$ cat config.mk
export PLATFORM = sky130hd
export DESIGN_NAME = write_eeprom
export DESIGN_NICKNAME = d
export VERILOG_FILES = /design/src/rtl/eeprom_pkg.sv /design/src/rtl/write_eeprom.sv
export SDC_FILE = /design/constraint.sdc
export NUM_CORES = 1
export LEC_CHECK = 0
export CORE_MARGIN = 2
export CORE_UTILIZATION = 26
export CTS_CLUSTER_DIAMETER = 80
export DETAILED_ROUTE_END_ITERATION = 10
export PLACE_DENSITY = 0.49
export SYNTH_ARGS = -nofsm -noshare
export SYNTH_HDL_FRONTEND = slang
export SYNTH_SLANG_ARGS = --single-unit
$ cat constraint.sdc
create_clock -name clk -period 6.1 [get_ports clk]
set_clock_uncertainty 0.15 [all_clocks]
set_input_delay 1.22 -clock clk [delete_from_list [all_inputs] [get_ports clk]]
set_output_delay 1.22 -clock clk [all_outputs]
set_load 0.05 [all_outputs]
$ cat src/rtl/eeprom_pkg.sv
// Shared constants and types for the SPI EEPROM page-write sequencer.
package eeprom_pkg;

  // 25xx-style opcodes
  localparam logic [7:0] OP_WREN  = 8'h06;
  localparam logic [7:0] OP_WRITE = 8'h02;

  // Steps per page frame: WREN, WRITE, addr hi, addr lo, then 256 data bytes
  localparam logic [8:0] STEP_LAST = 9'd259;

  // Sequencer states
  typedef enum logic [2:0] {
    S_IDLE    = 3'd0,
    S_LOAD    = 3'd1,
    S_WAIT_HI = 3'd2,
    S_WAIT_LO = 3'd3,
    S_GAP     = 3'd4
  } state_t;

endpackage

$ cat src/rtl/write_eeprom.sv
// Byte-level sequencer feeding an SPI byte transmitter to write 256-byte
// pages into an SPI EEPROM. One start_pulse sends one byte of the sequence.
module write_eeprom
  import eeprom_pkg::*;
#(
  parameter int unsigned ADDR_W     = 16,
  parameter int unsigned PAGE_BYTES = 256,
  parameter int unsigned CS_GAP     = 2
) (
  input  logic       clk,
  input  logic       rst,
  input  logic       start_pulse,
  input  logic       spi_busy,
  output logic       load_data,
  output logic       nCS,
  output logic [7:0] dataout
);

  localparam int unsigned GAP_W = (CS_GAP > 1) ? $clog2(CS_GAP) : 1;

  state_t              r_state;
  logic [8:0]          r_step;
  logic [ADDR_W-1:0]   r_page_addr;
  logic [GAP_W-1:0]    r_gap;
  logic                r_busy_seen;
  logic                r_load;
  logic                r_ncs;
  logic [7:0]          r_dataout;
  logic [7:0]          w_byte;
  logic                w_frame_end;

  // Byte belonging to the current step of the page sequence
  always_comb begin
    w_byte = '0;
    case (r_step)
      9'd0:    w_byte = OP_WREN;
      9'd1:    w_byte = OP_WRITE;
      9'd2:    w_byte = r_page_addr[ADDR_W-1 -: 8];
      9'd3:    w_byte = r_page_addr[7:0];
      // data index is (step - 4) mod 256; low byte arithmetic is sufficient
      default: w_byte = r_step[7:0] - 8'd4;
    endcase
  end

  // WREN is its own frame; the last data byte closes the WRITE frame
  always_comb begin
    w_frame_end = (r_step == 9'd0) || (r_step == STEP_LAST);
  end

  // Sequencer FSM with step counter, page address and chip-select timing
  always_ff @(posedge clk) begin
    if (rst) begin
      r_state     <= S_IDLE;
      r_step      <= '0;
      r_page_addr <= '0;
      r_gap       <= '0;
      r_busy_seen <= 1'b0;
      r_load      <= 1'b0;
      r_ncs       <= 1'b1;
      r_dataout   <= '0;
    end else begin
      r_load <= 1'b0;
      case (r_state)
        S_IDLE: begin
          if (start_pulse) begin
            r_ncs     <= 1'b0;
            r_dataout <= w_byte;
            r_load    <= 1'b1;
            r_state   <= S_LOAD;
          end
        end
        S_LOAD: begin
          // busy seen during the strobe cycle still satisfies WAIT_HI
          r_busy_seen <= spi_busy;
          r_state     <= S_WAIT_HI;
        end
        S_WAIT_HI: begin
          if (spi_busy || r_busy_seen) begin
            r_busy_seen <= 1'b0;
            r_state     <= S_WAIT_LO;
          end
        end
        S_WAIT_LO: begin
          if (!spi_busy) begin
            if (r_step == STEP_LAST) begin
              r_step      <= '0;
              r_page_addr <= r_page_addr + ADDR_W'(PAGE_BYTES);
            end else begin
              r_step <= r_step + 9'd1;
            end
            if (w_frame_end) begin
              r_ncs   <= 1'b1;
              r_gap   <= '0;
              r_state <= S_GAP;
            end else begin
              r_state <= S_IDLE;
            end
          end
        end
        S_GAP: begin
          if (r_gap == GAP_W'(CS_GAP - 1)) begin
            r_state <= S_IDLE;
          end else begin
            r_gap <= r_gap + 1'b1;
          end
        end
        default: r_state <= S_IDLE;
      endcase
    end
  end

  assign load_data = r_load;
  assign nCS       = r_ncs;
  assign dataout   = r_dataout;

endmodule

After elaboration in Yosys (flattened, before gate mapping)
Index checks and enable logic that the tools add are counted.
{"block": "totals", "output_inout_bits": 10, "latchBits": 0, "word_cells": 61, "inputBits": 4, "regBits": 40, "romBits": 0, "mem_bits_rw": 0, "n_memories": 0}
{"block": "classes", "n_div": 0, "n_eq_ne": 13, "n_reduce_logical": 15, "n_addsub": 4, "mul": 0, "muxes": 19, "order_cmp": 0, "bitwise": 2, "shift": 0}
{"operator": "8-bit case mux with 4 select lines", "n": 1}
{"operator": "9-bit by 2-bit equality test with 1-bit output (second input constant)", "n": 2}
{"operator": "16-bit by 9-bit adder with 16-bit output (second input constant)", "n": 1}
{"operator": "3-bit 2-to-1 mux", "n": 5}
{"operator": "3-bit case mux with 5 select lines", "n": 1}
{"operator": "2-bit != test (second input constant)", "n": 5}
{"operator": "9-bit by 1-bit adder with 9-bit output (second input constant)", "n": 1}
{"operator": "9-bit by 1-bit equality test with 1-bit output (second input constant)", "n": 1}
{"operator": "9-bit equality test (second input constant)", "n": 1}
{"operator": "9-bit logical NOT", "n": 1}
{"operator": "9-bit 2-to-1 mux", "n": 1}
{"operator": "1-bit 2-to-1 mux", "n": 8}
{"operator": "4-bit AND reduction", "n": 2}
{"operator": "8-bit by 3-bit subtractor with 8-bit output (second input constant)", "n": 1}
{"operator": "3-bit by 2-bit equality test with 1-bit output (second input constant)", "n": 2}
{"operator": "1-bit case mux with 2 select lines", "n": 3}
{"operator": "2-bit AND reduction", "n": 3}
{"operator": "3-bit AND reduction", "n": 2}
{"operator": "2-bit nonzero test", "n": 3}
{"operator": "3-bit by 1-bit equality test with 1-bit output (second input constant)", "n": 1}
{"operator": "3-bit equality test (second input constant)", "n": 1}
{"operator": "3-bit logical NOT", "n": 1}
{"operator": "1-bit logical OR", "n": 2}
{"operator": "1-bit NOT", "n": 2}
{"operator": "2 further kinds", "n": 2}

Logic depth before layout (Yosys ltp)
Gate-level depths: netlist of run 1.
{"block": "logic_depth", "word_depth": 5, "depth_mapped": 7, "mapped_depth_nobuf": 6}

Worst setup path after synthesis of run 1
No wires, ideal clock.
{"block": "synth_path", "path_type": "input to register", "from": "input port spi_busy", "to": "register r_page_addr[14]", "slack_ns": 3.512, "stages": 5, "required_ns": 5.879, "arrival_time_ns": 2.368, "path_buffers": 1, "setup_time_ns": 0.071, "path_cell_list": "and4bb_2 > nand4_1 > clkbuf_1 > or3_1 > a21oi_1"}
{"block": "synth_via", "elab_chain_len": 2}
{"element": "start: declaration", "line_no": "write_eeprom.sv:13", "source": "input logic spi_busy,"}
{"element": "1-bit NOT (no source line)"}
{"element": "3-bit AND reduction (no source line)"}
{"element": "end signal: assignment", "line_no": "write_eeprom.sv:87", "source": "r_page_addr <= r_page_addr + ADDR_W'(PAGE_BYTES);"}
{"element": "end: declaration", "line_no": "write_eeprom.sv:23", "source": "logic [ADDR_W-1:0] r_page_addr;"}
Every way passes these cells.
A chain may end at the register's enable or synchronous reset.

Final worst setup path of run 1
{"block": "layout_path", "from": "input port spi_busy", "to": "register r_page_addr[13]"}
The elaborated chain is that of the path after synthesis.

==> results of run 1 <==
cells in the final DEF, fill, tap and decap left out, types with 4 or more instances in the layout:
cell type	n
clkbuf_8	6
o21ai_0	7
ha_1	8
clkdlybuf4s50_1	13
nor2_1	25
dfxtp_1	32
nand3_1	5
a21oi_1	11
a211oi_1	5
nor3_1	9
or4_1	5
xor2_1	9
a221oi_1	5
inv_1	8
nand4_1	4
nand2_1	9
or3_1	4
tightest hold or removal path: cells and delay by family (launching register included):
family / cells / cell delay, ns
flops: 1 / 0.31
simple gates: 2 / 0.09
metrics by stage:
stage	cell area, sq um	hold WS [ns]	std cells
4_1_cts	1940	0.298	279
6_report	1940	0.294	279
5_1_grt	1940	0.320	279
3_5_place_dp	1850	0.289	271
3_3_place_gp	1850	0.287	271
2_1_floorplan	1740	0.283	195
power by group through the flow:
stage	logic, uW	clock network, uW	registers, uW
2_1_floorplan	30.4	0	250
3_3_place_gp	72.1	0	230
3_5_place_dp	72.6	0	230
4_1_cts	72.8	176	226
5_1_grt	79.0	183	227
6_report	71.7	169	226
synth_stat cells, types with 6 or more instances:
cell type	instances	area [sq um]
nor2_1	25	93.8
ha_1	8	100
xor2_1	9	78.8
inv_1	8	30.0
nand2_1	9	33.8
nor3_1	9	45.0
dfxtp_1	32	641
o21ai_0	7	35.0
a21oi_1	11	55.1
clkbuf_1	6	22.5
cell families after synthesis:
family | after synthesis | synth area share [%]
buffers and inverters | 22 | 8.42
adder cells (fa/ha/maj) | 8 | 5.76
AND/OR/NAND/NOR | 80 | 26.5
AO/OA/AOI/OAI | 38 | 14.7
flip-flops | 32 | 36.8
multiplexers | 3 | 1.73
XOR/XNOR | 12 | 6.04
final cells by class:
class / instances / share of cell area (%)
multi-input combinational: 141 / 49.1
sequential: 32 / 33.0
timing repair buffer: 13 / 6.71
tap: 77 / 4.97
clock buffer: 8 / 4.65
inverter: 8 / 1.55
final timing paths:
check / slack (ns) / cells after the start / to
max: 2.71 / 5 / r_page_addr[13]
min: 0.29 / 2 / nCS
max reg2reg: 3.62 / 4 / r_page_addr[13]
min reg2reg: 0.29 / 2 / nCS
routing by layer:
layer	vias to the layer above	global-route usage, %
met1	623	14.3
met2	18	15.8
met5	-	0
li1	715	-
met4	0	5.48
met3	6	3.46
flip-flops by register name, indices dropped and copies added, names as in the netlist:
name,cells
r_busy_seen,1
r_page_addr,8
r_state,3
r_step,9
dataout,8
nCS,1
load_data,1
r_gap,1
==> flow_metrics.py, run 1 <==
metrics = {
    "outcome": {
        "status": "finished with violations",
        "failed_checks": "DRC",
    },
    "sta": {
        "setup_viol": 0,
        "setup_slack_ns": 2.71,
        "finalSetupTns_ns": 0,
        "finalCritPeriodShare_pct": 55.6,
        "final_hold_viol_count": 0,
        "period_minus_slack_ns": 3.39,
        "worst_slew_pin_slew_ns": 0.921,
        "rsz0062_at_grt": "false",
        "maxSlewViolCount": 0,
        "fmax_ghz": 0.295,
        "maxSlewHeadroom_pct": 38.4,
    },
    "final_layout": {
        "antenna_cells": 0,
        "drive_gt1_share_pct": 7.92,
        "regArea_sq_um": 641,
        "finalNetCount": 213,
        "syn_to_final_growth_pct": 11.5,
        "utilization_pct": 30.2,
        "multi_input_area_sq_um": 952,
        "n_fill_cell": 669,
    },
    "synthesis": {
        "yosys_warnings": 0,
        "ys_seq_elements": 32,
        "synth_top_flop_cell": "dfxtp_1",
        "synth_edf_count": 0,
        "synth_cell_types": 46,
        "synthCells": 195,
        "syn_nets": 207,
        "synth_area_sq_um": 1740,
        "seq_area_frac_synth_pct": 36.8,
        "synthArstFlopShare_pct": 0,
        "avgSynthCellArea_sq_um": 8.92,
    },
    "floorplan": {
        "die_y_um": 85.8,
        "io_pins": 14,
        "die_area_sq_um": 7360,
        "num_rows": 29,
        "core-area_sq_um": 6420,
        "die_w_um": 85.8,
        "initial_core_util_pct": 27.1,
    },
    "setup_path": {
        "slowest_delay_ns": 0.64,
        "worst-path-buf-inv": 1,
        "path_max_fanout": 15,
        "crit_start": "spi_busy",
        "worstSetupPathType": "in -> reg",
        "crit_arrival_ns": 3.45,
        "path_cells": "clkdlybuf4s50_1 > and4bb_2 > nand4_1 > or4_1 > a21oi_1",
        "end_kind": "flop",
        "timing.rr.start": "r_state[1]",
        "cp_slowest_cell": "or4_1",
        "crit_required_ns": 6.16,
        "crit_path_start_kind": "primary input",
        "worst_path_dominant_cell_family": "simple AND/OR/NAND/NOR gates",
    },
    "pwr": {
        "p_comb_share_pct": 15.4,
        "total_power_uw": 467,
        "p_leak_uw": 0.000705,
        "power_frac_seq_pct": 48.4,
        "ir_worst_vdd_v": 0.0000628,
        "switchingPower_uw": 131,
        "cellPowerDensity_nw_per_um2": 241,
        "p_sw_share_pct": 28.1,
        "p_clk_share_pct": 36.3,
        "internal-power_uw": 336,
    },
    "clock_tree": {
        "cts_buffers": 5,
        "clock_latency_ns": 0.29,
        "cts_root_buffer": "clkbuf_8",
        "postCtsHoldBufs": 0,
        "cts_max_path_buffers": 2,
        "cts_tree": "built",
        "htree_num_levels": 2,
        "post-cts-setup-buffer-count": 0,
        "ctsResizeCount": 0,
        "clk_pin_slew_ns": 0.07,
        "cts_num_sinks": 32,
    },
    "drt": {
        "drc": 3,
        "initialDrtViolationCount": 88,
        "highest_layer": "met4",
        "vias": 1362,
        "vias_per_cell": 4.88,
        "wl_met3_um": 131,
        "met2_length_mm": 1.59,
        "totalWireLength_mm": 3.62,
        "wl_met1_mm": 1.82,
        "drtPass1Iterations": 9,
        "postRouteAntennaNets": 0,
        "wire_per_inst_um": 13.0,
    },
    "global_route": {
        "grt_pass1_vias": 1240,
        "gr-usage-all-layers_pct": 10.8,
        "grt_pass1_wl_mm": 6.22,
        "antenna_found_initial": 0,
        "overflow": 0,
        "grt_max_degree": 25,
    },
    "hold_path": {
        "worstHoldPathType": "reg -> reg",
        "hp-start": "nCS",
    },
    "placement": {
        "place.gp.congestion": 0.750,
        "dp_hpwl_mm": 2.55,
        "place_ws_ns": 2.40,
        "port_buffers": 13,
    },
    "job": {
        "drv_cap": 0,
    },
}
No activity file was read; power rests on OpenSTA's default activity.
==> run 2: changes to the inputs <==
PLACE_DENSITY = 0.5   (was 0.49)
clock period = 2.85 ns   (was 6.1 ns; I/O delays follow)
==> flow_metrics.py, run 2 (synthesis gave the netlist of run 1 again) <==
metrics = {
    "outcome": {
        "status": "finished with violations",
        "failed_checks": "DRC",
    },
    "clock_tree": {
        "clock_latency_ns": 0.28,
        "cts_buffers": 5,
        "cts_tree": "built",
        "postCtsHoldBufs": 0,
        "clk_pin_slew_ns": 0.07,
        "htree_num_levels": 2,
        "cts_num_sinks": 32,
        "cts_max_path_buffers": 2,
        "post-cts-setup-buffer-count": 0,
        "cts_root_buffer": "clkbuf_8",
        "ctsResizeCount": 0,
    },
    "sta": {
        "finalSetupTns_ns": 0,
        "final_hold_viol_count": 0,
        "worst_slew_pin_slew_ns": 0.498,
        "finalCritPeriodShare_pct": 82.2,
        "fmax_ghz": 0.427,
        "maxSlewViolCount": 0,
        "rsz0062_at_grt": "false",
        "maxSlewHeadroom_pct": 66.7,
        "setup_viol": 0,
        "period_minus_slack_ns": 2.34,
    },
    "drt": {
        "wire_per_inst_um": 13.0,
        "drc": 3,
        "initialDrtViolationCount": 78,
        "vias_per_cell": 4.89,
        "vias": 1395,
        "totalWireLength_mm": 3.72,
        "postRouteAntennaNets": 0,
        "drtPass1Iterations": 9,
    },
    "pwr": {
        "total_power_uw": 1020,
        "cellPowerDensity_nw_per_um2": 511,
        "ir_worst_vdd_v": 0.000161,
        "p_leak_uw": 0.000746,
    },
    "hold_path": {
        "whs_path_depth": 2,
        "worstHoldPathType": "reg -> reg",
        "hp-start": "nCS",
        "min_to": "nCS",
    },
    "global_route": {
        "grt_pass1_vias": 1313,
        "gr-usage-all-layers_pct": 11.0,
        "grt_pass1_wl_mm": 6.40,
        "grt_max_degree": 18,
        "grt_util_met2_pct": 16.5,
        "grtUsageMet3_pct": 3.18,
        "overflow": 0,
        "grt_most_used_layer": "met2",
        "antenna_found_initial": 0,
        "grt_util_met1_pct": 14.7,
    },
    "job": {
        "drv_cap": 0,
    },
    "placement": {
        "dp.cells": 278,
        "port_buffers": 13,
        "place.gp.congestion": 0.819,
        "dp_hpwl_mm": 2.66,
    },
    "final_layout": {
        "largest_reg_flops": 9,
        "final_cell_mix": "dfxtp_1, nor2_1, clkdlybuf4s50_1, a21oi_1",
        "top_register": "r_step",
        "finalNetCount": 220,
        "syn_to_final_growth_pct": 14.9,
        "drive_gt1_share_pct": 11.5,
        "final_cells": 285,
        "antenna_cells": 0,
        "final_common_cell": "dfxtp_1",
    },
    "setup_path": {
        "r2r-end": "dataout[5]",
        "crit_path_start_kind": "flop",
        "crit_arrival_ns": 2.35,
        "path_max_fanout": 7,
        "crit_required_ns": 2.86,
        "r2r_setup_slack_ns": 0.51,
        "end_kind": "flop",
        "worstSetupPathType": "reg -> reg",
        "rr_worst_depth": 6,
        "timing.rr.start": "r_step[3]",
    },
    "floorplan": {
        "die_w_um": 85.8,
        "die_area_sq_um": 7360,
        "core-area_sq_um": 6420,
        "num_rows": 29,
        "io_pins": 14,
        "die_y_um": 85.8,
        "initial_core_util_pct": 27.1,
    },
}
==> run 2: through the flow <==
step	area [sq um]	util (%)	setup slack (ns)	hold WS, ns
finish	2000	31.1	0.506	0.298
global route	2000	31.1	0.390	0.314
CTS	2000	31.1	0.518	0.302
detailed placement	1900	29.6	0.350	0.292
global placement	1900	29.6	0.379	0.288
floorplan	1740	-	0.725	0.283
==> run 2: how the worst max path moves through the flow <==
| stage | from | endpoint | slack (ns) | depth (start not counted) |
|---|---|---|---|---|
| after global routing | r_step[2] | dataout[3] | 0.39 | 6 |
| after detailed placement | spi_busy | r_page_addr[12] | 0.35 | 6 |
| after global placement | spi_busy | r_step[3] | 0.38 | 6 |
| after floorplan | r_step[4] | dataout[0] | 0.72 | 7 |
| after CTS | r_step[3] | dataout[5] | 0.52 | 6 |
| final | r_step[3] | dataout[5] | 0.51 | 6 |
==> run 2: power by group <==
group | total [uW] | switching [uW] | internal, uW
registers | 483 | 15.9 | 467
logic | 158 | 99.9 | 57.6
clock network | 380 | 165 | 215
==> run 2: critical path, stage by stage (launching register included) <==
cell      delay (ns)
dfxtp_1         0.37
inv_1           0.14
ha_1            0.16
or2b_2          0.35
or4_1           0.62
a221oi_1        0.35
nor3_1          0.09
==> run 2: final cells by class <==
cell class	instances	area [sq um]
well taps	77	96.3
fillers	686	4420
multi-input cells	141	952
clock buffers	7	96.3
repair buffers	20	183
flip-flops and latches	32	641
inverters	8	30.0
==> run 2: per-layer routing <==
| metal | wire length [um] | share of wire (%) | vias up |
|---|---|---|---|
| met3 | 142 | 3.8 | 7 |
| met5 | 0 | 0 | - |
| met4 | 78 | 2.1 | 0 |
| met1 | 1910 | 51 | 639 |
| li1 | - | - | 729 |
| met2 | 1580 | 43 | 20 |
==> run 3: changes to the inputs <==
clock period = 2.15 ns   (was 2.85 ns; I/O delays follow)
==> flow_metrics.py, run 3 (synthesis gave the netlist of run 1 again) <==
metrics = {
    "outcome": {
        "status": "finished with violations",
        "failed_checks": "DRC",
    },
    "floorplan": {
        "core-area_sq_um": 6420,
        "die_y_um": 85.8,
        "die_area_sq_um": 7360,
        "io_pins": 14,
        "num_rows": 29,
        "die_w_um": 85.8,
        "initial_core_util_pct": 27.1,
    },
    "global_route": {
        "overflow": 0,
        "grtUsageMet3_pct": 2.98,
        "grt_max_degree": 14,
        "grt_most_used_layer": "met2",
        "grt_util_met2_pct": 18.2,
        "grt_util_met1_pct": 16.2,
        "gr-usage-all-layers_pct": 11.9,
        "grt_pass1_vias": 1360,
        "antenna_found_initial": 0,
        "grt_pass1_wl_mm": 6.84,
    },
    "drt": {
        "wire_per_inst_um": 13.3,
        "vias": 1484,
        "drtPass1Iterations": 9,
        "drc": 3,
        "totalWireLength_mm": 4.02,
        "initialDrtViolationCount": 60,
        "vias_per_cell": 4.90,
        "postRouteAntennaNets": 0,
    },
    "sta": {
        "worst_slew_pin_slew_ns": 0.503,
        "maxSlewViolCount": 0,
        "period_minus_slack_ns": 2.05,
        "maxSlewHeadroom_pct": 66.4,
        "rsz0062_at_grt": "true",
        "fmax_ghz": 0.487,
        "finalCritPeriodShare_pct": 95.5,
        "final_hold_viol_count": 0,
        "setup_slack_ns": 0.0960,
        "setup_viol": 0,
        "holdWs_ns": 0.302,
    },
    "clock_tree": {
        "cts_num_sinks": 32,
        "clk_pin_slew_ns": 0.07,
        "htree_num_levels": 2,
        "cts_max_path_buffers": 2,
        "cts_root_buffer": "clkbuf_8",
        "cts_tree": "built",
        "clock_latency_ns": 0.28,
        "postCtsHoldBufs": 0,
        "cts_buffers": 5,
    },
    "setup_path": {
        "worst_path_dominant_cell_family": "simple AND/OR/NAND/NOR gates",
        "rr_worst_depth": 6,
        "crit_path_start_kind": "flop",
        "path_max_fanout": 7,
        "timing.rr.start": "r_step[2]",
        "r2r_setup_slack_ns": 0.1,
        "crit_arrival_ns": 2.07,
        "cp_slowest_cell": "or4_4",
        "slowest_delay_ns": 0.55,
        "worst-path-buf-inv": 1,
        "r2r-end": "dataout[0]",
        "end_kind": "flop",
        "crit_required_ns": 2.17,
        "path_cells": "inv_1 > ha_2 > or2b_2 > or4_4 > a221oi_1 > nor3_1",
        "worstSetupPathType": "reg -> reg",
    },
    "final_layout": {
        "finalNetCount": 237,
        "top_register": "r_step",
        "n_fill_cell": 666,
        "final_cell_mix": "dfxtp_1, nor2_1, buf_4, clkdlybuf4s50_1, a21oi_1",
        "syn_to_final_growth_pct": 26.3,
        "largest_reg_flops": 9,
        "final_common_cell": "dfxtp_1",
        "drive_gt1_share_pct": 21.7,
        "antenna_cells": 0,
    },
    "pwr": {
        "ir_worst_vdd_v": 0.000247,
        "p_leak_uw": 0.000859,
        "cellPowerDensity_nw_per_um2": 688,
        "total_power_uw": 1510,
    },
    "job": {
        "drv_cap": 0,
    },
    "hold_path": {
        "hp-start": "nCS",
        "min_to": "nCS",
        "worstHoldPathType": "reg -> reg",
        "whs_path_depth": 2,
    },
    "placement": {
        "port_buffers": 13,
        "dp_hpwl_mm": 2.95,
        "place_ws_ns": -0.138,
        "place.gp.congestion": 0.755,
    },
}
run 3: worst max path at each step:
stage | startpoint | end | cells past startpoint
after detailed placement | spi_busy | r_page_addr[14] | 6
after global routing | r_step[2] | dataout[0] | 6
after global placement | spi_busy | r_page_addr[11] | 6
final | r_step[2] | dataout[0] | 6
after CTS | r_step[3] | dataout[2] | 7
after floorplan | r_step[4] | dataout[0] | 7
run 3: layout make-up:
type                       count  area, sq um  area share [%]
multi-input combinational    141          980            44.6
sequential                    32          641            29.2
timing repair buffer          37          323            14.7
clock buffer                   7         96.3            4.39
tap                           77         96.3            4.39
clock inverter                 1         30.0            1.37
inverter                       8         30.0            1.37
run 3: stage by stage:
step | util [%] | cell area, sq um | cells | setup TNS, ns
after detailed placement | 31.8 | 2040 | 295 | -0.726
after CTS | 33.9 | 2180 | 303 | 0
after floorplan | - | 1740 | 195 | 0
after global routing | 34.2 | 2200 | 303 | -0.0275
final | 34.2 | 2200 | 303 | 0
after global placement | 31.8 | 2040 | 295 | -0.401
run 3: power breakdown:
part | switching [uW] | leakage (uW) | internal, uW
logic | 146 | 0.000535 | 90.7
registers | 16.1 | 0.000260 | 618
clock network | 230 | 0.0000645 | 409
total | 392 | 0.000859 | 1120
run 3: repair_timing:
| action | 4_1_cts | 5_1_grt |
|---|---|---|
| setup endpoints to repair | 1 | 4 |
| cloned | 0 | 0 |
| setup buffers | 0 | 0 |
| gates resized for setup | 2 | 6 |
| pin swaps | 0 | 1 |
run 3: metal layers:
metal | wire, um | vias to the layer above
met4 | 61 | 0
li1 | - | 764
met3 | 132 | 6
met2 | 1810 | 26
met5 | 0 | -
met1 | 2010 | 688
run 3: tightest hold or removal path: cells and delay by family, from the launching register on:
kind,cells,cell delay [ns]
AND/OR/NAND/NOR,2,0.10
flip-flops,1,0.31
